$ cat config.mk
export PLATFORM = sky130hd
export DESIGN_NAME = mdu_iter_flat
export DESIGN_NICKNAME = d
export VERILOG_FILES = /design/src/rtl/mdu_iter_if.sv /design/src/rtl/mdu_iter.sv /design/src/flat_wrapper.sv
export SDC_FILE = /design/constraint.sdc
export NUM_CORES = 2
export LEC_CHECK = 0
export CAP_MARGIN = 10
export CORE_UTILIZATION = 40
export CTS_CLUSTER_SIZE = 24
export DETAILED_ROUTE_END_ITERATION = 16
export PLACE_DENSITY = 0.58
export SETUP_SLACK_MARGIN = 0.3
export SLEW_MARGIN = 10
export SYNTH_ARGS = -nofsm -noshare
export SYNTH_HDL_FRONTEND = slang
export SYNTH_SLANG_ARGS = --single-unit
$ cat constraint.sdc
create_clock -name clk -period 5.24 [get_ports clk]
set_input_delay 1.048 -clock clk [delete_from_list [all_inputs] [get_ports clk]]
set_output_delay 1.048 -clock clk [all_outputs]
set_load 0.05 [all_outputs]
$ cat src/rtl/mdu_iter_if.sv
// Request/response bundle between decode/execute and the iterative RV64M unit.
// Strict valid/ready: a transfer happens on a rising edge where valid and ready are both high;
// a master keeps valid and its payload steady until that edge, and ready never waits on valid.
interface mdu_iter_if #(
  parameter int XLEN = 64
);
  logic            in_valid;
  logic            in_ready;
  logic [2:0]      op;
  logic            word;
  logic [XLEN-1:0] src1;
  logic [XLEN-1:0] src2;
  logic            flush;
  logic            out_valid;
  logic            out_ready;
  logic [XLEN-1:0] result;
  logic            busy;

  modport master (
    output in_valid, op, word, src1, src2, flush, out_ready,
    input  in_ready, out_valid, result, busy
  );

  modport slave (
    input  in_valid, op, word, src1, src2, flush, out_ready,
    output in_ready, out_valid, result, busy
  );
endinterface

$ cat src/rtl/mdu_iter.sv
// Iterative RV64M multiply/divide: shift-add multiply and restoring divide, one step per cycle.
// Build option MDU_FAST_PATH_EN: divide-by-zero, signed overflow and zero-operand multiply skip to DONE.
module mdu_iter #(
  parameter int XLEN = 64
) (
  input  logic             clk,
  input  logic             rst,
  mdu_iter_if.slave        bus,
  output logic [1:0]       dbg_state_o
);

  typedef enum logic [1:0] {IDLE = 2'd0, CALC = 2'd1, POST = 2'd2, DONE = 2'd3} state_e;

`ifdef MDU_FAST_PATH_EN
  localparam bit FastPath = 1'b1;
`else
  localparam bit FastPath = 1'b0;
`endif

  state_e          state_q, state_d;
  logic [6:0]      cnt_q;
  logic [2:0]      op_q;
  logic            word_q;
  logic            neg_q;
  logic            rneg_q;
  logic            spec_q;
  logic [XLEN-1:0] hi_q, lo_q, b_q, result_q;

  function automatic logic [XLEN-1:0] sext32(input logic [XLEN-1:0] x);
    return {{(XLEN-32){x[31]}}, x[31:0]};
  endfunction

  // Operand preparation, magnitudes and special-case detection on the request inputs
  logic            s1_sgn, s2_sgn, is_div, neg1, neg2;
  logic            div0, ovf, mzero, special;
  logic [XLEN-1:0] p1, p2, m1, m2, min_val, spec_res;

  always_comb begin
    is_div  = bus.op[2];
    s1_sgn  = (bus.op == 3'b001) || (bus.op == 3'b010) || (bus.op == 3'b100) || (bus.op == 3'b110);
    s2_sgn  = (bus.op == 3'b001) || (bus.op == 3'b100) || (bus.op == 3'b110);
    p1      = bus.src1;
    p2      = bus.src2;
    if (bus.word) begin
      if (is_div && !bus.op[0]) begin
        p1 = sext32(bus.src1);
        p2 = sext32(bus.src2);
      end else begin
        p1 = {{(XLEN-32){1'b0}}, bus.src1[31:0]};
        p2 = {{(XLEN-32){1'b0}}, bus.src2[31:0]};
      end
    end
    neg1    = s1_sgn && p1[XLEN-1];
    neg2    = s2_sgn && p2[XLEN-1];
    m1      = neg1 ? -p1 : p1;
    m2      = neg2 ? -p2 : p2;
    min_val = bus.word ? {{(XLEN-31){1'b1}}, {31{1'b0}}} : {1'b1, {(XLEN-1){1'b0}}};
    div0    = is_div && (p2 == '0);
    ovf     = is_div && !bus.op[0] && (p1 == min_val) && (p2 == '1);
    mzero   = !is_div && ((p1 == '0) || (p2 == '0));
    special = div0 || ovf || mzero;
    spec_res = '0;
    if (div0)     spec_res = bus.op[1] ? p1 : '1;
    else if (ovf) spec_res = bus.op[1] ? '0 : p1;
    if (bus.word) spec_res = sext32(spec_res);
  end

  // One iteration step
  logic [XLEN:0]   mul_sum, div_sh;
  logic [XLEN-1:0] div_diff;
  logic            div_ge;

  always_comb begin
    mul_sum  = {1'b0, hi_q} + (lo_q[0] ? {1'b0, b_q} : '0);
    div_sh   = {hi_q, lo_q[XLEN-1]};
    div_ge   = div_sh >= {1'b0, b_q};
    div_diff = div_sh[XLEN-1:0] - b_q;
  end

  // Sign correction and result selection; word products sit in bits [95:32] after 32 steps
  logic [2*XLEN-1:0] prod_raw, prod;
  logic [XLEN-1:0]   quo, rem, sel_res, fin_res;

  always_comb begin
    prod_raw = word_q ? {{XLEN{1'b0}}, hi_q[31:0], lo_q[XLEN-1:32]} : {hi_q, lo_q};
    prod     = neg_q ? -prod_raw : prod_raw;
    quo      = neg_q ? -lo_q : lo_q;
    rem      = rneg_q ? -hi_q : hi_q;
    if (op_q[2])              sel_res = op_q[1] ? rem : quo;
    else if (op_q[1:0] == '0) sel_res = prod[XLEN-1:0];
    else                      sel_res = prod[2*XLEN-1:XLEN];
    fin_res  = word_q ? sext32(sel_res) : sel_res;
  end

  always_ff @(posedge clk) begin
    if (rst) state_q <= IDLE;
    else     state_q <= state_d;
  end

  always_comb begin
    state_d = state_q;
    if (bus.flush) begin
      state_d = IDLE;
    end else begin
      case (state_q)
        IDLE: if (bus.in_valid) state_d = (FastPath && special) ? DONE : CALC;
        CALC: if (cnt_q == 7'd1) state_d = POST;
        POST: state_d = DONE;
        DONE: if (bus.out_ready) state_d = IDLE;
        default: state_d = IDLE;
      endcase
    end
  end

  always_comb begin
    bus.in_ready  = (state_q == IDLE);
    bus.busy      = (state_q != IDLE);
    bus.out_valid = (state_q == DONE);
    bus.result    = result_q;
    dbg_state_o   = state_q;
  end

  always_ff @(posedge clk) begin
    if (rst) begin
      cnt_q    <= '0;
      op_q     <= '0;
      word_q   <= 1'b0;
      neg_q    <= 1'b0;
      rneg_q   <= 1'b0;
      spec_q   <= 1'b0;
      hi_q     <= '0;
      lo_q     <= '0;
      b_q      <= '0;
      result_q <= '0;
    end else begin
      case (state_q)
        IDLE: if (bus.in_valid && !bus.flush) begin
          op_q   <= bus.op;
          word_q <= bus.word;
          neg_q  <= neg1 ^ neg2;
          rneg_q <= neg1;
          spec_q <= special;
          cnt_q  <= bus.word ? 7'd32 : 7'd64;
          hi_q   <= '0;
          b_q    <= m2;
          // Word dividends start in the top half so 32 steps consume all their bits
          lo_q   <= (is_div && bus.word) ? {m1[31:0], {(XLEN-32){1'b0}}} : m1;
          if (special) result_q <= spec_res;
        end
        CALC: begin
          cnt_q <= cnt_q - 7'd1;
          if (op_q[2]) begin
            hi_q <= div_ge ? div_diff : div_sh[XLEN-1:0];
            lo_q <= {lo_q[XLEN-2:0], div_ge};
          end else begin
            hi_q <= mul_sum[XLEN:1];
            lo_q <= {mul_sum[0], lo_q[XLEN-1:1]};
          end
        end
        POST: if (!spec_q) result_q <= fin_res;
        default: ;
      endcase
    end
  end

endmodule

$ cat src/flat_wrapper.sv
// flat-port wrapper written by rule: the top's interface ports become plain ports
module mdu_iter_flat 
#(
  parameter int XLEN = 64
)
  (clk, rst, dbg_state_o, bus_in_valid, bus_op, bus_word, bus_src1, bus_src2, bus_flush, bus_out_ready, bus_in_ready, bus_out_valid, bus_result, bus_busy);
  mdu_iter_if #(.XLEN(XLEN)) bus_i ();
  input  logic clk;
  input  logic rst;
  output logic [1:0] dbg_state_o;
  input wire logic [$bits(bus_i.in_valid)-1:0] bus_in_valid;
  input wire logic [$bits(bus_i.op)-1:0] bus_op;
  input wire logic [$bits(bus_i.word)-1:0] bus_word;
  input wire logic [$bits(bus_i.src1)-1:0] bus_src1;
  input wire logic [$bits(bus_i.src2)-1:0] bus_src2;
  input wire logic [$bits(bus_i.flush)-1:0] bus_flush;
  input wire logic [$bits(bus_i.out_ready)-1:0] bus_out_ready;
  output wire logic [$bits(bus_i.in_ready)-1:0] bus_in_ready;
  output wire logic [$bits(bus_i.out_valid)-1:0] bus_out_valid;
  output wire logic [$bits(bus_i.result)-1:0] bus_result;
  output wire logic [$bits(bus_i.busy)-1:0] bus_busy;
  assign bus_i.in_valid = bus_in_valid;
  assign bus_i.op = bus_op;
  assign bus_i.word = bus_word;
  assign bus_i.src1 = bus_src1;
  assign bus_i.src2 = bus_src2;
  assign bus_i.flush = bus_flush;
  assign bus_i.out_ready = bus_out_ready;
  assign bus_in_ready = bus_i.in_ready;
  assign bus_out_valid = bus_i.out_valid;
  assign bus_result = bus_i.result;
  assign bus_busy = bus_i.busy;
  mdu_iter #(.XLEN(XLEN)) u_core (.clk(clk), .rst(rst), .bus(bus_i), .dbg_state_o(dbg_state_o));
endmodule
=== Yosys cells after proc, flatten, opt, wreduce, memory -nomap -nowiden ===
Index checks and enable logic that the tools add are counted.

* Add/subtract/negate cells: 8
* Multiply operators: 0
* Divide/modulo/power cells: 0
* Magnitude comparators: 1
* Equal/unequal tests: 16
* Shifts and indexed selects: 0
* Mux-type cells: 40
* Bitwise logic cells: 1
* Reductions and logical operators: 32

{| class="wikitable"
|+ Operators by type and width
! kind !! count
|-
| $mux W64 || 27
|-
| $pmux W64 S2 || 3
|-
| $mux W128 || 2
|-
| $neg A64 Y64 || 4
|-
| $logic_not A64 Y1 || 2
|-
| $neg A128 Y128 || 1
|-
| $add A64 B65 Y65 || 1
|-
| $ge A65 B64 Y1 || 1
|-
| $eq A64 B64 Y1 || 1
|-
| $eq A64 B64 Y1 const B || 1
|-
| $sub A64 B64 Y64 || 1
|-
| $mux W63 || 1
|-
| $mux W7 || 2
|-
| $pmux W7 S2 || 1
|-
| $logic_and A1 B1 Y1 || 9
|-
| $logic_or A1 B1 Y1 || 8
|-
| $pmux W2 S4 || 1
|-
| $eq A7 B1 Y1 const B || 1
|-
| $sub A7 B1 Y7 const B || 1
|-
| $eq A3 B3 Y1 const B || 2
|-
| $mux W2 || 3
|-
| $ne A2 B1 Y1 const B || 3
|-
| $ne A2 B2 Y1 const B || 3
|-
| $reduce_bool A2 Y1 || 3
|-
| 11 further kinds || 16
|}

* Register bits after elaboration: 272
* Bits in latches: 0
* RAM bits: 0
* Memory bits (read-only): 0
* Output and inout port bits: 69
* Memories kept: 0

=== Logic depth before layout (Yosys ltp) ===
* Depth after elaboration: 13
* Mapped depth: 24

=== Worst setup path before layout ===
Ideal clock, no wire load.

* Path type: register to register
* Start: register u_core.word_q
* End: register u_core.result_q[52] (netlist: u_core.bus.result[52])
* Data arrival time: 5.327 ns
* Required time: 5.110 ns
* Setup slack: -0.217 ns
* Cell stages (with the launch flop): 25
* Buffers on the path: 12
* Period minus slack after synthesis: 5.457 ns
* Cell sequence: dfxtp_1 buf_6 buf_4 buf_6 buf_2 buf_2 buf_2 buf_2 buf_2 buf_2 buf_2 buf_2 mux2i_1 ha_1 o221ai_1 or4_4 or4_4 nand2b_1 or3_1 buf_2 nor3b_2 mux2i_1 o21ai_1 a21oi_1 o31ai_2

* Word-level cells in the longest chain between the ends: 8

{| class="wikitable"
|+ Ends and longest elaborated chain
! what !! line !! source
|-
| start, declared || mdu_iter.sv:23 || <nowiki>logic word_q;</nowiki>
|-
| start signal, assigned || mdu_iter.sv:139 || <nowiki>word_q <= bus.word;</nowiki>
|-
| $mux W128 || mdu_iter.sv:85 || <nowiki>prod_raw = word_q ? {{XLEN{1'b0}}, hi_q[31:0], lo_q[XLEN-1:32]} : {hi_q, lo_q};</nowiki>
|-
| $neg A128 Y128 || mdu_iter.sv:86 || <nowiki>prod = neg_q ? -prod_raw : prod_raw;</nowiki>
|-
| $mux W128 || mdu_iter.sv:86 ||
|-
| $mux W64 || mdu_iter.sv:90 || <nowiki>else if (op_q[1:0] == '0) sel_res = prod[XLEN-1:0];</nowiki>
|-
| $mux W64 || mdu_iter.sv:89 || <nowiki>if (op_q[2]) sel_res = op_q[1] ? rem : quo;</nowiki>
|-
| $mux W64 (*) || mdu_iter.sv:92 || <nowiki>fin_res = word_q ? sext32(sel_res) : sel_res;</nowiki>
|-
| $mux W64 (*) || mdu_iter.sv:160 || <nowiki>POST: if (!spec_q) result_q <= fin_res;</nowiki>
|-
| $pmux W64 S2 (*) || mdu_iter.sv:136 || <nowiki>case (state_q)</nowiki>
|-
| end signal, assigned || mdu_iter.sv:148 || <nowiki>if (special) result_q <= spec_res;</nowiki>
|-
| end signal, assigned || mdu_iter.sv:160 ||
|-
| end, declared || mdu_iter.sv:27 || <nowiki>logic [XLEN-1:0] hi_q, lo_q, b_q, result_q;</nowiki>
|}

Every way passes the cells marked *; elsewhere a longest branch is shown, timed or not. The select of a mux whose other input is x is not followed.
A chain may end at the register's enable or synchronous reset.

=== Final worst setup path ===
* Start: register u_core.b_q[2]
* End: register u_core.hi_q[59]

* Word-level cells in the longest chain between the ends: 4
* Elaborated cells between the ends (all ways): 7
* Those cells by class: add/sub: 2; order compare: 1; mux: 4

{| class="wikitable"
|+ Ends and longest elaborated chain
! what !! line !! source
|-
| start, declared || mdu_iter.sv:27 ||
|-
| start signal, assigned || mdu_iter.sv:145 || <nowiki>b_q <= m2;</nowiki>
|-
| $mux W64, or another cell as far along || mdu_iter.sv:74 || <nowiki>mul_sum = {1'b0, hi_q} + (lo_q[0] ? {1'b0, b_q} : '0);</nowiki>
|-
| $add A64 B65 Y65 / $mux W64 (equally long branches) || mdu_iter.sv:74, mdu_iter.sv:153 ||
|-
| $mux W64 (*) || mdu_iter.sv:152 || <nowiki>if (op_q[2]) begin</nowiki>
|-
| $pmux W64 S2 (*) || mdu_iter.sv:136 ||
|-
| end signal, assigned || mdu_iter.sv:153 || <nowiki>hi_q <= div_ge ? div_diff : div_sh[XLEN-1:0];</nowiki>
|-
| end signal, assigned || mdu_iter.sv:156 || <nowiki>hi_q <= mul_sum[XLEN:1];</nowiki>
|-
| end, declared || mdu_iter.sv:27 ||
|}

Every way passes the cells marked *; elsewhere a longest branch is shown, timed or not.

==> flow_metrics.py <==
metrics = {
    "floorplan": {
        "die_w_um": 298,
        "num_rows": 108,
        "initial_core_util_pct": 40.4,
        "num_io_pins": 206,
        "fp.coreArea_um2": 86800,
        "die_y_um": 298,
        "fp.dieArea_um2": 88800,
    },
    "critical_path": {
        "reg2reg_from": "u_core.b_q[2]",
        "path_buf_inv": 1,
        "crit_chain": "inv_1 > nor2_1 > ha_1 > nor2b_1 > o31ai_1 > a211oi_1 > o21ai_0 > a211oi_1 > or3_1 > a21oi_1 > o21bai_1 > a211o_1 > a221oi_1 > nand3_1",
        "critPathLaunchType": "register",
        "r2r_slack_ns": 0.27,
        "rr_endpoint": "u_core.hi_q[59]",
        "cp_top_family": "compound AO/OA/AOI/OAI gates",
        "crit_top_cell": "a211oi_1",
        "cpMaxStageDelayCell": "o21ai_0",
        "crit_arrival_ns": 5.44,
        "cp-end-kind": "register",
        "critPathKind": "reg -> reg",
        "crit_path_max_incr_delay_ns": 0.67,
        "crit_start": "u_core.b_q[2]",
        "worstPathRequired_ns": 5.71,
        "worst_r2r_path_depth": 14,
        "cp_max_fo": 4,
    },
    "yosys": {
        "synth_area_um2": 35100,
        "synthesis.nets": 5477,
        "ys.flop_type": "dfxtp_1",
        "ys_seq_area_share_pct": 15.5,
        "synth.avg_cell_area_um2": 6.74,
        "synth_area_leaders": "dfxtp_1 (16%), a21oi_1 (6.6%), nand2_1 (6.0%)",
        "synthTopCellsByCount": "nand2_1 (565), nor2_1 (542), a21oi_1 (461)",
        "synth_cell_type_count": 102,
        "ys_ff_latch": 272,
        "synth-edff-count": 0,
        "async_flop_share_pct": 0,
        "yosysTopAreaCell": "dfxtp_1",
        "syn_inst": 5198,
        "yosys_warnings": 0,
        "synth_top_area_share_pct": 15.5,
        "yosysMostFrequentCell": "nand2_1",
    },
    "sta": {
        "tightestPinTransition_ns": 1.12,
        "maxSlewHeadroom_pct": 25.1,
        "min_period_over_period_pct": 94.8,
        "setup_ws_ns": 0.271,
        "slew_violations": 0,
        "rsz0062_at_grt": "yes",
        "hold_violations": 0,
        "fin_tns_setup_ns": 0,
        "fin_skew_ns": 0.0321,
        "max_freq_mhz": 201,
        "setup_viol": 0,
        "timing.final.crit_period_ns": 4.97,
    },
    "route": {
        "wl_mm": 193,
        "drc": 0,
        "firstDrtPassIters": 8,
        "vias_per_cell": 6.69,
        "drt_iter0_drc": 6344,
        "ant_nets": 0,
        "wl_per_cell_um": 29.9,
        "vias": 43300,
    },
    "grt": {
        "grt_pass1_wl_mm": 277,
        "grt.overflow.total": 0,
        "grt_max_degree": 151,
        "grt_usage_pct": 41.5,
        "antenna_found_initial": 11,
        "grt_pass1_vias": 39400,
    },
    "placement": {
        "dpl.hpwl_mm": 152,
        "pre_cts_ws_ns": 0.155,
        "placedCellCount": 6404,
        "port_buffers": 205,
        "routabilityCongestion": 1.08,
    },
    "clocking": {
        "path_clk_slew_ns": 0.07,
        "cts_buffer_depth": 3,
        "cts_hold_buf": 0,
        "clockRootBuffer": "clkbuf_16",
        "cts_buffers": 36,
        "cts_htree_levels": 2,
        "cts_resized": 0,
        "cts_num_sinks": 272,
        "worstSkewPairLatency_ns": 0.58,
        "cts_tree": "done",
        "cts_setup_buffers": 0,
    },
    "min_path": {
        "min_from": "u_core.b_q[42]",
        "hold_path_class": "reg -> reg",
        "whs_endpoint": "u_core.b_q[42]",
        "whs_path_depth": 2,
    },
    "pwr": {
        "power.leakage_nw": 15.4,
        "power_frac_clock_pct": 32.3,
        "power_switching_mw": 3.43,
        "peakVddDrop_uv": 197,
        "power-per-cell-area_nw_per_um2": 203,
        "p_int_mw": 4.80,
        "seqPwrFrac_pct": 29.3,
        "pwr-share-comb_pct": 38.4,
        "finalPower_mw": 8.23,
        "swShare_pct": 41.7,
    },
    "finish": {
        "drive_gt1_share_pct": 9.45,
        "area_growth_pct": 15.4,
        "fin_nets": 5566,
        "finish.utilization_pct": 46.6,
        "stdcell_count": 6470,
    },
    "flow_run": {
        "cap_violations": 0,
    },
    "outcome": {
        "outcome": "complete, no violations",
    },
}
## metrics by stage
stage	hold slack [ns]	area, um2
after floorplan	0.420	35100
after global placement	0.435	39200
after detailed placement	0.446	39200
after CTS	0.456	40400
after global routing	0.479	40500
final	0.456	40500
## registers in the layout, indices dropped and copies added (netlist names)
register            flops
u_core.b_q             64
u_core.bus.result      64
u_core.hi_q            64
u_core.lo_q            64
u_core.cnt_q            7
u_core.op_q             3
u_core.dbg_state_o      2
u_core.neg_q            1
u_core.rneg_q           1
u_core.spec_q           1
u_core.word_q           1
## metal layers
metal / global-route usage [%] / vias up / share of wire [%]
met1: 58.5 / 20600 / 42
met2: 58.0 / 2993 / 39
met5: 0 / - / 0.12
met3: 12.4 / 507 / 14
met4: 16.8 / 18 / 4.8
li1: - / 19200 / -
## worst register-to-register path, cell delays in order, from the launching register on
cell and delay, ns:
dfxtp_1 0.56, inv_1 0.15, nor2_1 0.14, ha_1 0.28, nor2b_1 0.16, o31ai_1 0.41, a211oi_1 0.22, o21ai_0 0.67
a211oi_1 0.34, or3_1 0.54, a21oi_1 0.43, o21bai_1 0.23, a211o_1 0.33, a221oi_1 0.30, nand3_1 0.11
## cells by family (layout without fill, tap and decap cells)
kind of cell	after synthesis	count (layout)	share of synthesized area [%]
AO/OA/AOI/OAI	1699	1699	31.7
XOR/XNOR	422	422	10.5
AND/OR/NAND/NOR	1899	1899	26.0
other	0	1	0
flip-flops	272	272	15.5
multiplexers	148	148	4.33
adder cells (fa/ha/maj)	142	142	5.11
buffers and inverters	616	732	6.87
## layout by cell type (no fill, tap or decap), types with 76 or more instances in the layout
master and count:
nor4_1 84, o31ai_1 76, a21oi_1 458, nor3_1 157
nand3_1 114, inv_1 138, nor2_1 539, clkdlybuf4s50_1 203
nand2_1 565, mux2i_1 120, xor2_1 199, a21o_1 109
ha_1 138, buf_4 316, a211oi_1 109, xnor2_1 223
o21ai_0 360, dfxtp_1 268, nand4_1 86
## cell type report
class | instances | area [um2]
clock inverters | 13 | 163
fillers | 9180 | 46300
flip-flops and latches | 272 | 5460
repair buffers | 525 | 4520
diodes | 1 | 2.50
inverters | 142 | 533
clock buffers | 52 | 1040
multi-input cells | 4310 | 27300
well taps | 1155 | 1450
## worst max path at each step
stage                       endpoint  slack (ns)  depth (start not counted)
2_1_floorplan  u_core.bus.result[52]        0.30                         24
3_3_place_gp   u_core.bus.result[47]        0.22                         12
3_5_place_dp   u_core.bus.result[33]        0.15                         12
4_1_cts              u_core.hi_q[59]        0.50                         14
5_1_grt        u_core.bus.result[52]        0.29                         16
6_report             u_core.hi_q[59]        0.27                         14
## power groups by stage
stage               Sequential, mW  Clock (mW)  Combinational [mW]
floorplan                     2.34           0                1.82
global placement              2.43           0                3.02
detailed placement            2.43           0                3.01
CTS                           2.38        2.67                3.02
global route                  2.40        2.74                3.31
finish                        2.41        2.66                3.16
Power figures use the tool's default switching activity.
